`config.mk`:
```
export PLATFORM = sky130hd
export DESIGN_NAME = id_exe_stage
export DESIGN_NICKNAME = d
export VERILOG_FILES = /design/src/rtl/id_exe_stage.sv
export SDC_FILE = /design/constraint.sdc
export NUM_CORES = 1
export LEC_CHECK = 0
export ABC_AREA = 1
export ABC_CLOCK_PERIOD_IN_PS = 3150
export CAP_MARGIN = 5
export CORE_ASPECT_RATIO = 0.75
export CORE_MARGIN = 3
export CORE_UTILIZATION = 46
export CTS_BUF_LIST = sky130_fd_sc_hd__clkbuf_4
export CTS_CLUSTER_DIAMETER = 150
export CTS_CLUSTER_SIZE = 10
export DETAILED_ROUTE_END_ITERATION = 12
export PLACE_DENSITY_LB_ADDON = 0.2
export SKIP_CTS_REPAIR_TIMING = 1
export SYNTH_ARGS = -nofsm -noshare
export SYNTH_HDL_FRONTEND = slang
export SYNTH_SLANG_ARGS = --single-unit
export TNS_END_PERCENT = 10
```
`constraint.sdc`:
```
create_clock -name clk -period 3.15 [get_ports clk]
set_input_delay 0.315 -clock clk [delete_from_list [all_inputs] [get_ports clk]]
set_output_delay 0.315 -clock clk [all_outputs]
set_load 0.005 [all_outputs]
```
`src/rtl/id_exe_stage.sv`:
```
// ID/EXE pipeline register with load-use hazard detection, bubble insertion
// and saturating stall/flush bubble counters.
module id_exe_stage #(
  parameter int DATA_W  = 16,
  parameter int REG_W   = 3,
  parameter int R0_ZERO = 1,
  parameter int CNT_W   = 16
) (
  input  logic              clk,
  input  logic              rst,
  input  logic [REG_W-1:0]  IF_ID_rs,
  input  logic [REG_W-1:0]  IF_ID_rt,
  input  logic [REG_W-1:0]  IF_ID_rd,
  input  logic              IF_ID_use_rs,
  input  logic              IF_ID_use_rt,
  input  logic              ID_RegWr,
  input  logic              ID_MemRd,
  input  logic              ID_MemWr,
  input  logic              ID_ALUSrc,
  input  logic [2:0]        ID_ALUop,
  input  logic [DATA_W-1:0] ID_data1,
  input  logic [DATA_W-1:0] ID_data2,
  input  logic [DATA_W-1:0] ID_imm,
  input  logic              flush,
  input  logic              freeze,
  output logic [REG_W-1:0]  ID_EXE_rs,
  output logic [REG_W-1:0]  ID_EXE_rt,
  output logic [REG_W-1:0]  ID_EXE_rd,
  output logic              ID_EXE_RegWr,
  output logic              ID_EXE_MemRd,
  output logic              ID_EXE_MemWr,
  output logic              ID_EXE_ALUSrc,
  output logic [2:0]        ID_EXE_ALUop,
  output logic [DATA_W-1:0] ID_EXE_data1,
  output logic [DATA_W-1:0] ID_EXE_data2,
  output logic [DATA_W-1:0] ID_EXE_imm,
  output logic              stall,
  output logic [CNT_W-1:0]  stall_cnt,
  output logic [CNT_W-1:0]  flush_cnt
);

  function automatic logic [CNT_W-1:0] sat_inc(input logic [CNT_W-1:0] c);
    return (&c) ? c : c + 1'b1;
  endfunction

  logic rd_is_zero;
  logic rs_match;
  logic rt_match;
  logic load_use;

  // A load into a hardwired-zero r0 produces nothing worth waiting for.
  assign rd_is_zero = (R0_ZERO != 0) && (ID_EXE_rd == '0);
  assign rs_match   = IF_ID_use_rs && (ID_EXE_rd == IF_ID_rs);
  assign rt_match   = IF_ID_use_rt && (ID_EXE_rd == IF_ID_rt);
  assign load_use   = ID_EXE_MemRd && ID_EXE_RegWr && !rd_is_zero && (rs_match || rt_match);
  assign stall      = load_use && !flush && !freeze;

  // ID -> EXE register: freeze holds, flush/load-use insert a bubble
  always_ff @(posedge clk or posedge rst) begin
    if (rst) begin
      ID_EXE_rs     <= '0;
      ID_EXE_rt     <= '0;
      ID_EXE_rd     <= '0;
      ID_EXE_RegWr  <= 1'b0;
      ID_EXE_MemRd  <= 1'b0;
      ID_EXE_MemWr  <= 1'b0;
      ID_EXE_ALUSrc <= 1'b0;
      ID_EXE_ALUop  <= '0;
      ID_EXE_data1  <= '0;
      ID_EXE_data2  <= '0;
      ID_EXE_imm    <= '0;
      stall_cnt     <= '0;
      flush_cnt     <= '0;
    end else if (!freeze) begin
      if (flush || load_use) begin
        ID_EXE_rs     <= '0;
        ID_EXE_rt     <= '0;
        ID_EXE_rd     <= '0;
        ID_EXE_RegWr  <= 1'b0;
        ID_EXE_MemRd  <= 1'b0;
        ID_EXE_MemWr  <= 1'b0;
        ID_EXE_ALUSrc <= 1'b0;
        ID_EXE_ALUop  <= '0;
        ID_EXE_data1  <= '0;
        ID_EXE_data2  <= '0;
        ID_EXE_imm    <= '0;
        if (flush) flush_cnt <= sat_inc(flush_cnt);
        else       stall_cnt <= sat_inc(stall_cnt);
      end else begin
        ID_EXE_rs     <= IF_ID_rs;
        ID_EXE_rt     <= IF_ID_rt;
        ID_EXE_rd     <= IF_ID_rd;
        ID_EXE_RegWr  <= ID_RegWr;
        ID_EXE_MemRd  <= ID_MemRd;
        ID_EXE_MemWr  <= ID_MemWr;
        ID_EXE_ALUSrc <= ID_ALUSrc;
        ID_EXE_ALUop  <= ID_ALUop;
        ID_EXE_data1  <= ID_data1;
        ID_EXE_data2  <= ID_data2;
        ID_EXE_imm    <= ID_imm;
      end
    end
  end

endmodule

```
==> results.yml, run 1 <==
floorplan:
  die_area_um2: 11100
  core_um2: 9350
  num_io_pins: 167
  rows: 30
  die_x_um: 121
  die_h_um: 92.1
  start_util_pct: 48.7
critical_path:
  required_ns: 2.83
  crit_chain: "nand2_1, nand2_1, nor2_1, nand2_1, nand2_2, nand3_2, nor2_1, clkdlybuf4s50_1"
  worst_path_max_delay_cell: "clkdlybuf4s50_1"
  cp.arrival_ns: 2.11
  path_class: "register to output port"
  crit_top_cell: "nand2_1"
  worst_setup_path_end_kind: "output port"
  max_stage_delay_ns: 0.52
  critPathMaxFanout: 6
  start_kind: "register"
  r2r_setup_slack_ns: 0.99
grt:
  grt_pass1_wl_mm: 21.2
  grt_util_all_layers_pct: 23.8
  grt_pass1_vias: 4344
  overflow: 0
  antenna_found_initial: 0
  grt_max_degree: 52
clock_network:
  root_buffer: "clkbuf_4"
  cts.clk_slew.worst_paths_ns: 0.14
  ctsHtreeMaxLevel: 3
  clock_latency_ns: 0.45
  clock_path_buffers: 2
  numCtsBuffers: 9
  cts_tree: "done"
  cts.sinks: 96
synthesis:
  async_flop_share_pct: 100
  synth_seq_cells: 96
  synth.top_cell.area_share_pct: 52.8
  netlist_instances: 563
  synth_area_per_cell_um2: 8.08
  synth_cell_types: 25
  synth_area_leaders: "dfrtp_1 (53%), nand2_1 (19%), nand3_1 (7.7%), inv_1 (2.4%), nor2_1 (2.3%)"
  syn_nets: 635
  synth_top_flop_cell: "dfrtp_1"
  yosysWarnings: 0
  yosysSeqAreaShare_pct: 52.8
  synth_edf_count: 0
  yosysTopAreaCell: "dfrtp_1"
  synth_area_um2: 4550
final_layout:
  diodes: 0
  design_area_um2: 6430
  drive_gt1_share_pct: 6.47
  layout.cells.non_filler: 854
  final_common_cell: "nand2_1"
  final_cell_mix: "nand2_1 (230), clkdlybuf4s50_1 (165), dfrtp_1 (96)"
  finalNetCount: 793
  syn2layout_area_growth_pct: 41.3
drt:
  wire_per_inst_um: 15.0
  route.detailed.drc: 0
  totalWireLength_mm: 12.8
  dr.pass1.iters: 5
  ant_nets: 0
  vias_per_cell: 5.05
  drtIter0Drc: 252
  vias: 4316
flow_run:
  drv_cap: 0
placed_design:
  dp.cells: 838
  place.port_buffers: 166
  place_area_um2: 6300
  gp_congestion: 0.884
  dp_hpwl_mm: 9.31
sta:
  max_freq_mhz: 412
  period_share_pct: 77.0
  period_needed_ns: 2.43
  worst_clock_skew_ns: 0.0141
  tightest_slew_ns: 0.534
  setup_tns_ns: 0
  final_hold_viol_count: 0
  finalSetupViolCount: 0
  finalMaxSlewViolations: 0
  max_slew_margin_pct: 64.4
  rsz0062_at_grt: "no"
min_path:
  hold_path.class: "input pin to asynchronous set/reset pin"
pwr:
  power.density_nw_per_um2: 415
  vdd_ir_drop_max_uv: 257
  leakage_nw: 3.05
  fin_total_pwr_mw: 2.67
status:
  status: "finished, final reports clean"
-- flip-flops by register name, indices dropped and copies added (netlist names), 3 cells and up --
signal	cells
ID_EXE_data1	16
ID_EXE_data2	16
ID_EXE_imm	16
flush_cnt	16
stall_cnt	16
ID_EXE_ALUop	3
ID_EXE_rd	3
ID_EXE_rs	3
ID_EXE_rt	3
-- synthesized netlist by cell type, types with 5 or more instances --
master and n:
buf_2 10, clkbuf_1 9, dfrtp_1 96, inv_1 29, nand2_1 231, nand2_2 11, nand3_1 70, nand4_1 7
nor2_1 28, nor2_2 5, o21ai_0 15, o21ai_1 7, xnor2_1 10, xor2_1 12
-- logic make-up (layout without fill, tap and decap cells) --
family,count (synthesis),after routing,share of synthesized area [%]
buffers and inverters,57,220,5.55
flip-flops,96,96,52.8
AND/OR/NAND/NOR,364,364,34.5
AO/OA/AOI/OAI,22,22,2.42
adder cells (fa/ha/maj),2,2,0.550
XOR/XNOR,22,22,4.23
-- routing by layer --
metal  wire (um)  vias to the layer above  track usage, %
met5           0                        -               0
met4         236                        0            7.26
met3        1130                       21            8.69
met2        5900                      161            38.0
met1        5570                     2045            30.3
li1            -                     2089               -
-- report_power, final --
group | switching [mW] | total, mW | internal (mW)
Sequential | 0.102 | 1.44 | 1.34
Clock | 0.411 | 0.646 | 0.235
Combinational | 0.239 | 0.581 | 0.342
Total | 0.752 | 2.67 | 1.92
-- per-stage QoR --
stage | hold slack (ns) | setup WS, ns | util (%)
6_report | 0.263 | 0.724 | 68.8
5_1_grt | 0.260 | 0.528 | 68.8
4_1_cts | 0.239 | 0.680 | 68.8
3_5_place_dp | 0.465 | 0.842 | 67.4
3_3_place_gp | 0.461 | 0.853 | 67.4
2_1_floorplan | 0.453 | 0.330 | -
-- final cells by class --
| class | instances | area, um^2 |
|---|---|---|
| Clock buffer | 9 | 67.6 |
| Clock inverter | 7 | 62.6 |
| Fill cell | 738 | 2920 |
| Inverter | 33 | 126 |
| Multi-Input combinational cell | 410 | 1900 |
| Sequential cell | 96 | 2400 |
| Tap cell | 128 | 160 |
| Timing Repair Buffer | 171 | 1710 |
-- worst paths after layout --
path | cells past startpoint | end | from
max | 8 | stall | ID_EXE_rd[0]
min | 2 | flush_cnt[9] | rst
max reg2reg | 8 | flush_cnt[10] | flush_cnt[0]
min reg2reg | 2 | ID_EXE_MemWr | ID_EXE_MemWr
max in group asynchronous | 3 | ID_EXE_imm[8] | rst
min in group clk | 3 | ID_EXE_data1[3] | freeze
-- worst max-delay path: cells and delay by family (launching register included) --
kind,cells,cell delay (ns)
buffers and inverters,1,0.52
DFF,1,0.47
and+or+nand+nor,7,0.69
(Power assumes the default switching activity.)
==> run 2: changes to the inputs <==
--- a/config.mk
+++ b/config.mk
@@ -6,11 +6,11 @@
 export NUM_CORES = 1
 export LEC_CHECK = 0
 export ABC_AREA = 1
-export ABC_CLOCK_PERIOD_IN_PS = 3150
+export ABC_CLOCK_PERIOD_IN_PS = 2100
 export CAP_MARGIN = 5
 export CORE_ASPECT_RATIO = 0.75
 export CORE_MARGIN = 3
-export CORE_UTILIZATION = 46
+export CORE_UTILIZATION = 42
 export CTS_BUF_LIST = sky130_fd_sc_hd__clkbuf_4
 export CTS_CLUSTER_DIAMETER = 150
 export CTS_CLUSTER_SIZE = 10
==> constraint.sdc (replaced) <==
create_clock -name clk -period 2.1 [get_ports clk]
set_input_delay 0.21 -clock clk [delete_from_list [all_inputs] [get_ports clk]]
set_output_delay 0.21 -clock clk [all_outputs]
set_load 0.005 [all_outputs]
==> results.yml, run 2 (synthesis results as in run 1) <==
critical_path:
  cp-startpoint: "ID_EXE_rd[0]"
  critPathMaxFanout: 6
  required_ns: 1.89
  worst_setup_path_end_kind: "output port"
  path_class: "register to output port"
  r2r_end: "flush_cnt[14]"
  r2r_setup_slack_ns: 0.32
  r2r_start: "flush_cnt[0]"
  start_kind: "register"
  cp.arrival_ns: 1.68
  crit_end: "stall"
  ff2ff_path_depth: 8
floorplan:
  core_um2: 10400
  rows: 32
  die_x_um: 126
  start_util_pct: 43.7
  die_h_um: 96.1
  num_io_pins: 167
  die_area_um2: 12100
sta:
  period_share_pct: 89.9
  worst_clock_skew_ns: 0.0114
  tightest_slew_ns: 0.613
  rsz0062_at_grt: "no"
  setup_tns_ns: 0
  finalSetupViolCount: 0
  finalWorstSetupSlack_ns: 0.211
  max_freq_mhz: 529
  max_slew_margin_pct: 59.2
  finalMaxSlewViolations: 0
  period_needed_ns: 1.89
  final_hold_viol_count: 0
clock_network:
  clock_path_buffers: 2
  cts.sinks: 96
  cts.clk_slew.worst_paths_ns: 0.13
  ctsHtreeMaxLevel: 3
  root_buffer: "clkbuf_4"
  cts_tree: "done"
  numCtsBuffers: 9
  clock_latency_ns: 0.44
drt:
  drtIter0Drc: 254
  vias: 4286
  vias_per_cell: 4.94
  dr.pass1.iters: 5
  wire_per_inst_um: 14.7
  route.detailed.drc: 0
  totalWireLength_mm: 12.8
  ant_nets: 0
final_layout:
  final_cell_mix: "nand2_1 (230), clkdlybuf4s50_1 (164), dfrtp_1 (93)"
  final_common_cell: "nand2_1"
  nFillCells: 895
  finalNetCount: 799
  drive_gt1_share_pct: 7.92
  syn2layout_area_growth_pct: 43.3
  diodes: 0
  final_core_utilization_pct: 62.6
pwr:
  seqPwrFrac_pct: 53.8
  pwr-share-comb_pct: 21.8
  p_sw_share_pct: 27.8
  p_int_mw: 2.90
  leakage_nw: 3.11
  fin_total_pwr_mw: 4.01
  p_sw_mw: 1.11
  power.density_nw_per_um2: 615
  power.share.clock_pct: 24.4
  vdd_ir_drop_max_uv: 415
grt:
  antenna_found_initial: 0
  grt_util_all_layers_pct: 21.3
  grt_pass1_vias: 4214
  grt_pass1_wl_mm: 20.9
  grt_max_degree: 59
  overflow: 0
flow_run:
  drv_cap: 0
placed_design:
  gp_congestion: 0.921
  dp_hpwl_mm: 9.28
  place.port_buffers: 166
  dp_slack_ns: 0.0208
min_path:
  hold_path.class: "input pin to register"
status:
  status: "finished, final reports clean"
run 2: cell count changes in the layout (fill, tap and decap cells not counted), moves of 2 or more:
cell | before | now
dfrtp_2 | 0 | 3
buf_12 | 1 | 3
clkinv_1 | 3 | 1
dfrtp_1 | 96 | 93
buf_4 | 4 | 8
run 2: metal layers:
layer	share of wire, %	vias up	track usage [%]
li1	-	2096	-
met1	46	2024	28.4
met2	45	154	33.8
met3	8.5	12	7.76
met4	0.83	0	4.55
met5	0	-	0
run 2: critical path, stage by stage (launching register included):
cell and delay, ns:
dfrtp_2 0.48, nand2_1 0.08, nand2_1 0.06, nor2_1 0.11
nand2_1 0.08, nand2_2 0.12, nand3_2 0.08, nor2_1 0.10
dlymetal6s2s_1 0.14
run 2: how the worst min path moves through the flow:
| stage | startpoint | to | slack, ns | cells after the start |
|---|---|---|---|---|
| after floorplan | ID_ALUSrc | ID_EXE_ALUSrc | 0.35 | 2 |
| after global placement | ID_EXE_imm[1] | ID_EXE_imm[1] | 0.46 | 2 |
| after detailed placement | ID_EXE_data2[6] | ID_EXE_data2[6] | 0.46 | 2 |
| after CTS | freeze | ID_EXE_data1[13] | 0.06 | 3 |
| after global routing | freeze | ID_EXE_data1[13] | 0.06 | 3 |
| final | freeze | ID_EXE_data1[13] | 0.09 | 3 |
run 2: cell type report:
class / count / area [um^2] / area share (%)
Clock buffer: 10 / 75.1 / 1.15
Clock inverter: 6 / 60.1 / 0.921
Sequential cell: 96 / 2410 / 36.9
Timing Repair Buffer: 177 / 1780 / 27.3
Inverter: 33 / 128 / 1.96
Multi-Input combinational cell: 410 / 1900 / 29.2
Tap cell: 136 / 170 / 2.61
run 2: power by group through the flow:
stage          combinational, mW  sequential, mW  clock, mW
2_1_floorplan              0.321            2.18          0
3_3_place_gp               0.867            2.18          0
3_5_place_dp               0.885            2.18          0
4_1_cts                    0.890            2.16       1.02
5_1_grt                    0.969            2.18       1.10
6_report                   0.876            2.16      0.978
run 2: through the flow:
stage,instances,hold slack [ns],instance area (um^2)
3_3_place_gp,852,0.462,6380
6_report,868,0.0930,6520
2_1_floorplan,563,0.348,4550
5_1_grt,868,0.0592,6520
4_1_cts,868,0.0603,6520
3_5_place_dp,852,0.464,6380
==> run 3: changes to the inputs <==
==> constraint.sdc (replaced) <==
create_clock -name clk -period 2.1 [get_ports clk]
set_input_delay 0.21 -clock clk [delete_from_list [all_inputs] [get_ports clk]]
set_output_delay 0.21 -clock clk [all_outputs]
set_load 0.02 [all_outputs]
==> results.yml, run 3 (synthesis results as in run 1) <==
status:
  status: "finished, final reports clean"
final_layout:
  final_cell_mix: "nand2_1 (230), clkdlybuf4s50_1 (164), dfrtp_1 (93)"
  final_common_cell: "nand2_1"
  syn2layout_area_growth_pct: 44.0
  diodes: 0
  final_core_utilization_pct: 62.9
  finalNetCount: 800
  design_area_um2: 6550
  drive_gt1_share_pct: 7.91
drt:
  ant_nets: 0
  dr.pass1.iters: 5
  wire_per_inst_um: 14.9
  route.detailed.drc: 0
  totalWireLength_mm: 12.9
  vias: 4255
  drtIter0Drc: 270
  vias_per_cell: 4.90
critical_path:
  start_kind: "register"
  worst_path_max_delay_cell: "dfrtp_2"
  r2r_end: "flush_cnt[9]"
  crit_chain: "inv_2, nand2_1, nand2_1, nor2_1, nand2_1, nand2_2, nand3_2, nor2_1, clkbuf_2"
  worst_setup_path_end_kind: "output port"
  ff2ff_path_depth: 8
  required_ns: 1.89
  cp.arrival_ns: 1.71
  path_class: "register to output port"
  critPathMaxFanout: 6
  r2r_setup_slack_ns: 0.30
  max_stage_delay_ns: 0.45
  crit_top_cell: "nand2_1"
  r2r_start: "flush_cnt[0]"
sta:
  period_needed_ns: 1.92
  worst_clock_skew_ns: 0.0161
  setup_tns_ns: 0
  period_share_pct: 91.3
  final_hold_viol_count: 0
  tightest_slew_ns: 0.586
  rsz0062_at_grt: "no"
  finalSetupViolCount: 0
  finalWorstSetupSlack_ns: 0.183
  max_slew_margin_pct: 60.8
  finalMaxSlewViolations: 0
  whs_ns: 0.0718
  max_freq_mhz: 522
floorplan:
  die_h_um: 96.1
  start_util_pct: 43.7
  die_x_um: 126
  core_um2: 10400
  num_io_pins: 167
  rows: 32
  die_area_um2: 12100
min_path:
  holdPathEnd: "ID_EXE_data1[13]"
  hold_depth: 3
  timing.hold.worst.start: "freeze"
  hold_path.class: "input pin to register"
clock_network:
  ctsHtreeMaxLevel: 3
  cts_tree: "done"
  root_buffer: "clkbuf_4"
  cts.sinks: 96
  numCtsBuffers: 9
  clock_latency_ns: 0.46
  cts.clk_slew.worst_paths_ns: 0.14
  clock_path_buffers: 2
grt:
  grt_pass1_wl_mm: 20.8
  grt_max_degree: 41
  grt_pass1_vias: 4116
  antenna_found_initial: 0
  overflow: 0
  grt_util_all_layers_pct: 21.5
placed_design:
  dp_hpwl_mm: 9.40
  dp_slack_ns: -0.0101
  place.port_buffers: 166
  place_area_um2: 6400
  gp_congestion: 0.914
pwr:
  power.density_nw_per_um2: 662
  vdd_ir_drop_max_uv: 421
  leakage_nw: 3.11
flow_run:
  drv_cap: 0
==> run 3: cell types whose count changed in the layout (fill, tap and decap cells not counted) <==
cell and change:
clkinvlp_4 -1, clkbuf_4 +1, clkinv_4 -1, clkinv_1 +2, buf_12 +1, bufinv_16 +1, clkinv_2 -2, dlymetal6s2s_1 -1
clkbuf_2 +1
==> run 3: layout make-up <==
cell class              count  area, um^2
clock buffers              11        82.6
clock inverters             5        71.3
fillers                   902        3860
inverters                  33         128
multi-input cells         410        1900
flip-flops and latches     96        2410
well taps                 136         170
repair buffers            178        1790
==> run 3: layer usage <==
layer  GRT usage, %  share of wire (%)  up-vias
met3           8.82                8.8       10
met4           3.93               0.58        0
met1           28.8                 46     1992
met2           33.2                 45      147
li1               -                  -     2106
met5              0                  0        -
==> run 3: worst max-delay path by stage <==
stage,from,end,slack [ns]
floorplan,flush_cnt[0],flush_cnt[9],0.42
global placement,IF_ID_rt[0],stall,-0.01
detailed placement,IF_ID_rt[0],stall,-0.01
CTS,ID_EXE_rd[0],stall,-0.33
global route,ID_EXE_rd[2],stall,0.01
finish,ID_EXE_rd[0],stall,0.18
==> run 3: power breakdown <==
part / switching, mW / total (mW) / leakage [nW] / internal (mW)
logic: 0.543 / 1.07 / 1.76 / 0.526
clock network: 0.607 / 1.11 / 0.0836 / 0.500
registers: 0.153 / 2.16 / 1.26 / 2.01
total: 1.30 / 4.34 / 3.11 / 3.03
==> run 3: metrics by stage <==
step | total power [mW] | std cells
3_5_place_dp | 3.27 | 853
3_3_place_gp | 3.25 | 853
5_1_grt | 4.56 | 869
6_report | 4.34 | 869
4_1_cts | 4.38 | 869
2_1_floorplan | 2.69 | 563
==> run 3: critical path, delay by kind of cell, from the launching register on <==
kind / cells / cell delay [ns]
buf+inv: 2 / 0.23
simple gates: 7 / 0.55
flops: 1 / 0.45
